## config.mk

```make
export PLATFORM = sky130hd
export DESIGN_NAME = sram_req_arbiter
export DESIGN_NICKNAME = d
export VERILOG_FILES = /design/src/rtl/sram_req_arbiter_pkg.sv /design/src/rtl/sram_req_arbiter_fifo.sv /design/src/rtl/sram_req_arbiter.sv
export SDC_FILE = /design/constraint.sdc
export NUM_CORES = 1
export LEC_CHECK = 0
export BUFFER_PORTS_ARGS = -buffer_cell sky130_fd_sc_hd__buf_2
export CORE_AREA = 2 2 128 130
export CTS_CLUSTER_SIZE = 24
export DETAILED_ROUTE_END_ITERATION = 10
export DIE_AREA = 0 0 130 132
export GPL_TIMING_DRIVEN = 0
export PLACE_DENSITY = 0.55
export SYNTH_ARGS = -nofsm -noshare
export SYNTH_HDL_FRONTEND = slang
export SYNTH_HIERARCHICAL = 1
export SYNTH_SLANG_ARGS = --single-unit
```

## constraint.sdc

```tcl
create_clock -name clk -period 3.75 [get_ports clk]
set_clock_uncertainty 0.05 [all_clocks]
set_input_delay 0.5625 -clock clk [delete_from_list [all_inputs] [get_ports clk]]
set_output_delay 0.5625 -clock clk [all_outputs]
set_load 0.005 [all_outputs]
```

## src/rtl/sram_req_arbiter_pkg.sv

```systemverilog
// Shared types for the sram-like request arbiter: requester IDs, grant FSM
// states and the default outstanding-request depth.
package sram_req_arbiter_pkg;

    typedef enum logic {
        REQ_INST = 1'b0,
        REQ_DATA = 1'b1
    } req_id_e;

    typedef enum logic {
        ST_IDLE = 1'b0,
        ST_LOCK = 1'b1
    } arb_state_e;

    localparam int DEFAULT_MAX_OUTSTANDING = 4;

endpackage

```

## src/rtl/sram_req_arbiter_fifo.sv

```systemverilog
// In-order FIFO of requester IDs for accepted but unanswered requests.
// The response path reads its head to route each data_ok.
module req_order_fifo
    import sram_req_arbiter_pkg::*;
#(
    parameter int  DEPTH = DEFAULT_MAX_OUTSTANDING,
    localparam int PW    = (DEPTH > 1) ? $clog2(DEPTH) : 1,
    localparam int CW    = $clog2(DEPTH) + 1
) (
    input  logic          clk,
    input  logic          resetn,
    input  logic          push,
    input  logic          pop,
    input  req_id_e       id_in,
    output req_id_e       id_head,
    output logic [CW-1:0] count,
    output logic          full,
    output logic          empty
);

    req_id_e       id_mem [DEPTH];
    logic [PW-1:0] wptr;
    logic [PW-1:0] rptr;
    logic          push_ok;
    logic          pop_ok;

    assign full    = (count == CW'(DEPTH));
    assign empty   = (count == '0);
    assign push_ok = push && !full;
    assign pop_ok  = pop && !empty;
    assign id_head = id_mem[rptr];

    // NOTE: the storage array is left unreset; occupancy is tracked by count
    // and the pointers, so stale entries are never observed.
    always_ff @(posedge clk) begin
        if (push_ok) begin
            id_mem[wptr] <= id_in;
        end
    end

    // NOTE: sequential state uses non-blocking assignments only, so every
    // register samples pre-edge values regardless of statement order.
    always_ff @(posedge clk or negedge resetn) begin
        if (!resetn) begin
            wptr  <= '0;
            rptr  <= '0;
            count <= '0;
        end else begin
            if (push_ok) wptr <= wptr + PW'(1);
            if (pop_ok)  rptr <= rptr + PW'(1);
            case ({push_ok, pop_ok})
                2'b10:   count <= count + CW'(1);
                2'b01:   count <= count - CW'(1);
                default: count <= count;
            endcase
        end
    end

endmodule

```

## src/rtl/sram_req_arbiter.sv

```systemverilog
// Arbitrates instruction and data sram-like ports onto one downstream port
// with fixed data priority, grant locking and in-order response routing.
module sram_req_arbiter
    import sram_req_arbiter_pkg::*;
#(
    parameter int MAX_OUTSTANDING = DEFAULT_MAX_OUTSTANDING
) (
    input  logic        clk,
    input  logic        resetn,

    input  logic        inst_req,
    input  logic        inst_wr,
    input  logic [1:0]  inst_size,
    input  logic [3:0]  inst_wstrb,
    input  logic [31:0] inst_addr,
    input  logic [31:0] inst_wdata,
    output logic        inst_addr_ok,
    output logic        inst_data_ok,
    output logic [31:0] inst_rdata,

    input  logic        data_req,
    input  logic        data_wr,
    input  logic [1:0]  data_size,
    input  logic [3:0]  data_wstrb,
    input  logic [31:0] data_addr,
    input  logic [31:0] data_wdata,
    output logic        data_addr_ok,
    output logic        data_data_ok,
    output logic [31:0] data_rdata,

    output logic        mem_req,
    output logic        mem_wr,
    output logic [1:0]  mem_size,
    output logic [3:0]  mem_wstrb,
    output logic [31:0] mem_addr,
    output logic [31:0] mem_wdata,
    input  logic        mem_addr_ok,
    input  logic        mem_data_ok,
    input  logic [31:0] mem_rdata,

    output logic [3:0]  io_cnt,
    output logic        resp_err
);

    localparam int CW = $clog2(MAX_OUTSTANDING) + 1;

    arb_state_e    state;
    req_id_e       lock_id;
    req_id_e       grant;
    req_id_e       id_head;
    logic          granted_req;
    logic          accept;
    logic          pop;
    logic          fifo_full;
    logic          fifo_empty;
    logic [CW-1:0] fifo_count;

    // NOTE: every always_comb output gets a default first, so no path can
    // leave it unassigned and infer a latch.
    always_comb begin
        grant = data_req ? REQ_DATA : REQ_INST;
        if (state == ST_LOCK) grant = lock_id;
    end

    always_comb begin
        granted_req = inst_req;
        mem_wr      = inst_wr;
        mem_size    = inst_size;
        mem_wstrb   = inst_wstrb;
        mem_addr    = inst_addr;
        mem_wdata   = inst_wdata;
        if (grant == REQ_DATA) begin
            granted_req = data_req;
            mem_wr      = data_wr;
            mem_size    = data_size;
            mem_wstrb   = data_wstrb;
            mem_addr    = data_addr;
            mem_wdata   = data_wdata;
        end
    end

    // Gating on resetn keeps mem_req low for the whole reset window.
    assign mem_req      = resetn && granted_req && !fifo_full;
    assign accept       = mem_req && mem_addr_ok;
    assign inst_addr_ok = accept && (grant == REQ_INST);
    assign data_addr_ok = accept && (grant == REQ_DATA);

    assign pop          = mem_data_ok && !fifo_empty;
    assign inst_data_ok = pop && (id_head == REQ_INST);
    assign data_data_ok = pop && (id_head == REQ_DATA);
    assign inst_rdata   = mem_rdata;
    assign data_rdata   = mem_rdata;
    assign io_cnt       = 4'(fifo_count);

    req_order_fifo #(
        .DEPTH (MAX_OUTSTANDING)
    ) u_order_fifo (
        .clk     (clk),
        .resetn  (resetn),
        .push    (accept),
        .pop     (pop),
        .id_in   (grant),
        .id_head (id_head),
        .count   (fifo_count),
        .full    (fifo_full),
        .empty   (fifo_empty)
    );

    always_ff @(posedge clk or negedge resetn) begin
        if (!resetn) begin
            state    <= ST_IDLE;
            lock_id  <= REQ_INST;
            resp_err <= 1'b0;
        end else begin
            if (mem_data_ok && fifo_empty) resp_err <= 1'b1;
            case (state)
                ST_IDLE: begin
                    if (mem_req && !mem_addr_ok) begin
                        state   <= ST_LOCK;
                        lock_id <= grant;
                    end
                end
                ST_LOCK: begin
                    if (accept) state <= ST_IDLE;
                end
                default: state <= ST_IDLE;
            endcase
        end
    end

endmodule

```

==> flow_summary_export.csv <==
group,metric,value,unit
cts,clk_pin_slew,50,ps
drt,drc,0,
yosys,synthTopCellsByCount,"mux2_4, buf_4, dfrtp_1",
power_and_ir_drop,netSwitchingFraction,0.3759,
cts,hold_buffers,0,
drt,ant_nets,0,
global_route,grt.overflow.total,0,
worst_setup_path,end_kind,"flip-flop",
worst_setup_path,worstPathRequired,3870,ps
yosys,synth_cell_types,34,
sta,clock.fmax,412.3,MHz
placement,gp_congestion,0.7461,
power_and_ir_drop,clkPwrFrac,0.094,
cts,h-tree-depth,1,
floorplan,core,0.01571,mm^2
placement,port_buffers,291,
power_and_ir_drop,comb_power_share,0.777,
sta,rsz0062_at_grt,"false",
placement,dp.final_hpwl,9.183,mm
power_and_ir_drop,p_leak,2.488,nW
cts,cts_buffer_depth,2,
yosys,ys_seq_area_frac,0.1475,
power_and_ir_drop,internal_power,1.457,mW
cells_and_area,fillCellCount,1698,
yosys,yosysWarnings,6,
floorplan,die_w,130,um
yosys,synth_compound_area_frac,0.02740,
sta,setup_viol,0,
cts,cts.repair.resized,0,
yosys,muxShareOfSynthArea,0.4429,
drt,vias_per_cell,3.477,
yosys,syn_area_per_cell,11.73,um^2
drt,vias,2521,
drt,drt-pass1-iter-count,4,
worst_setup_path,startpoint_type,"flip-flop",
cts,cts_tree,"done",
worst_setup_path,slowest_delay,460,ps
cts,cts_setup_buffers,0,
global_route,track_usage,0.1074,
yosys,synthCells,214,
sta,period_share,0.6468,
worst_setup_path,cp_num_buf_inv,3,
yosys,synth.most_common_cell,"mux2_4",
power_and_ir_drop,p_sw,0.8779,mW
cells_and_area,drive_gt1_frac,0.8821,
sta,drv_slew,0,
yosys,synthXorXnorAreaFrac,0.02093,
worst_setup_path,cp_max_fo,7,
yosys,synth_fp_nets,400,
worst_setup_path,path_delay_family,"simple AND/OR/NAND/NOR gates",
cts,cts.sinks,14,
worst_setup_path,setup.worst_path.class,"flip-flop to flip-flop",
cells_and_area,fin_nets,696,
cells_and_area,area_delta_synth_final,72.30,%
yosys,synth_top_family_by_area,"multiplexers",
yosys,ys_top_cells_by_area,"mux2_4, buf_4, dfrtp_1, buf_12, edfxtp_1",
yosys,ys.flop_type,"dfrtp_1",
global_route,grt_pass1_vias,2432,
yosys,synth-simple-area-share,0.05830,
floorplan,initial_core_util,0.1598,
cells_and_area,num_antenna_cells,0,
flow_run,max_cap_violations,0,
cts,cts_buffers,3,
floorplan,num_io_pins,325,
power_and_ir_drop,finalPower,2.335,mW
power_and_ir_drop,seqPwrFrac,0.129,
yosys,synth_top_area_cell,"mux2_4",
hold_path,worstHoldPathType,"input port to asynchronous set/reset pin",
power_and_ir_drop,cellPowerDensity,539.7,mW/mm^2
yosys,synth.top_cell.area_share,0.4126,
yosys,netlist_area,0.002511,mm^2
global_route,grt_max_degree,14,
worst_setup_path,crit_chain,"nor3b_4, inv_1, o2111ai_1, nor2_1, nor2b_4, inv_1, ha_1, inv_1, fa_1, xor2_1, nor2_1, xor2_1",
floorplan,die_h,132,um
drt,drt-total-wl,10.35,mm
sta,min_period,2426,ps
worst_setup_path,cp_slowest_cell,"dfrtp_1",
cts,clock_latency,240,ps
sta,finalHoldViolations,0,
floorplan,row_count,46,
drt,drt_first_iter_violations,84,
yosys,async_flop_share,0.7143,
worst_setup_path,crit_arrival,2540,ps
floorplan,dieArea,0.01716,mm^2
global_route,antenna_found_initial,1,
drt,wl_per_cell,14.28,um
cts,cts_root_buf,"clkbuf_16",
worst_setup_path,critPathMostFrequentCell,"inv_1",
yosys,synth-edff-count,4,
global_route,grt_pass1_wl,14.28,mm
yosys,ys_ff_latch,14,
yosys,synthAdderAreaFrac,0.03288,
power_and_ir_drop,irDropWorstVdd,0.3702,mV
outcome,outcome,"finished, final reports clean",
sta,finalSetupTns,0,ps
## per-stage QoR
stage                     utilization  worst slack, ps  area (um^2)  std cells  hold WS, ps
final                          0.2754             1324         4327        725        142.9
after global routing           0.2754             1133         4327        725        165.5
after CTS                      0.2754             1320         4327        725        150.2
after detailed placement       0.2697             1276         4238        721        391.2
after global placement         0.2697             1278         4238        721        388.7
after floorplan                     -             1481         2511        214        216.9
## registers in the layout, summed over array words and instances (netlist names), named ones only
name / flops
lock_id: 1
resp_err: 1
u_order_fifo/count: 3
u_order_fifo/id_mem: 4
u_order_fifo/rptr: 2
u_order_fifo/wptr: 2
## placed cells by master, fill, tap and decap left out, drive strengths merged
| master | instances |
|---|---|
| a21o | 1 |
| nor3b | 1 |
| ha | 5 |
| nor2b | 3 |
| xor2 | 3 |
| edfxtp | 4 |
| and2 | 5 |
| a21oi | 1 |
| a22o | 1 |
| o21ai | 1 |
| dfrtp | 10 |
| mux2 | 72 |
| nand2 | 3 |
| nand2b | 2 |
| o31ai | 1 |
| buf | 363 |
| conb | 1 |
| o31a | 1 |
| mux4 | 1 |
| xnor2 | 3 |
| o21a | 1 |
| nor4b | 1 |
| mux2i | 2 |
| nor3 | 4 |
| o2111ai | 1 |
| nor2 | 4 |
| inv | 9 |
| clkbuf | 4 |
| fa | 1 |
## layer usage
layer,vias up,share of wire,wire length (um),GRT usage
li1,1252,-,-,-
met2,129,0.50,5163,0.1969
met4,0,0.0023,24,0.01075
met3,4,0.079,816,0.01380
met5,-,0,0,0
met1,1136,0.42,4349,0.1374
## final timing paths
| kind | from | end | slack [ps] | cells after the start |
|---|---|---|---|---|
| max in group asynchronous | resetn | u_order_fifo/rptr[1] | 3290 | 1 |
| hold / removal | resetn | resp_err | 140 | 1 |
| hold reg to reg | resp_err | resp_err | 400 | 1 |
| setup / recovery | u_order_fifo/count[0] | u_order_fifo/count[2] | 1320 | 12 |
| min in group clk | resp_err | resp_err | 400 | 1 |
| setup reg to reg | u_order_fifo/count[0] | u_order_fifo/count[2] | 1320 | 12 |
## power by group through the flow
| stage | Sequential (mW) | Combinational, mW | Clock, mW |
|---|---|---|---|
| global route | 0.311 | 1.94 | 0.234 |
| floorplan | 0.289 | 1.23 | 0 |
| finish | 0.300 | 1.81 | 0.220 |
| CTS | 0.301 | 1.85 | 0.227 |
| global placement | 0.302 | 1.83 | 0 |
| detailed placement | 0.303 | 1.83 | 0 |
## kinds of logic after synthesis
| logic type | Yosys count |
|---|---|
| mux | 75 |
| xor+xnor | 6 |
| compound gates | 8 |
| flops | 14 |
| buf+inv | 81 |
| simple gates | 23 |
| fa+ha+maj | 6 |
| other cells | 1 |
## final cells by class
cell class,count,area (um^2),share of cell area
Multi-Input combinational cell,119,1466,0.3389
Timing Repair Buffer,291,1456,0.3366
Buffer,72,628.1,0.1452
Sequential cell,14,370.4,0.08560
Tap cell,216,270.3,0.06246
Clock buffer,4,88.84,0.02053
Inverter,9,46.29,0.01070
(Power assumes the default switching activity.)
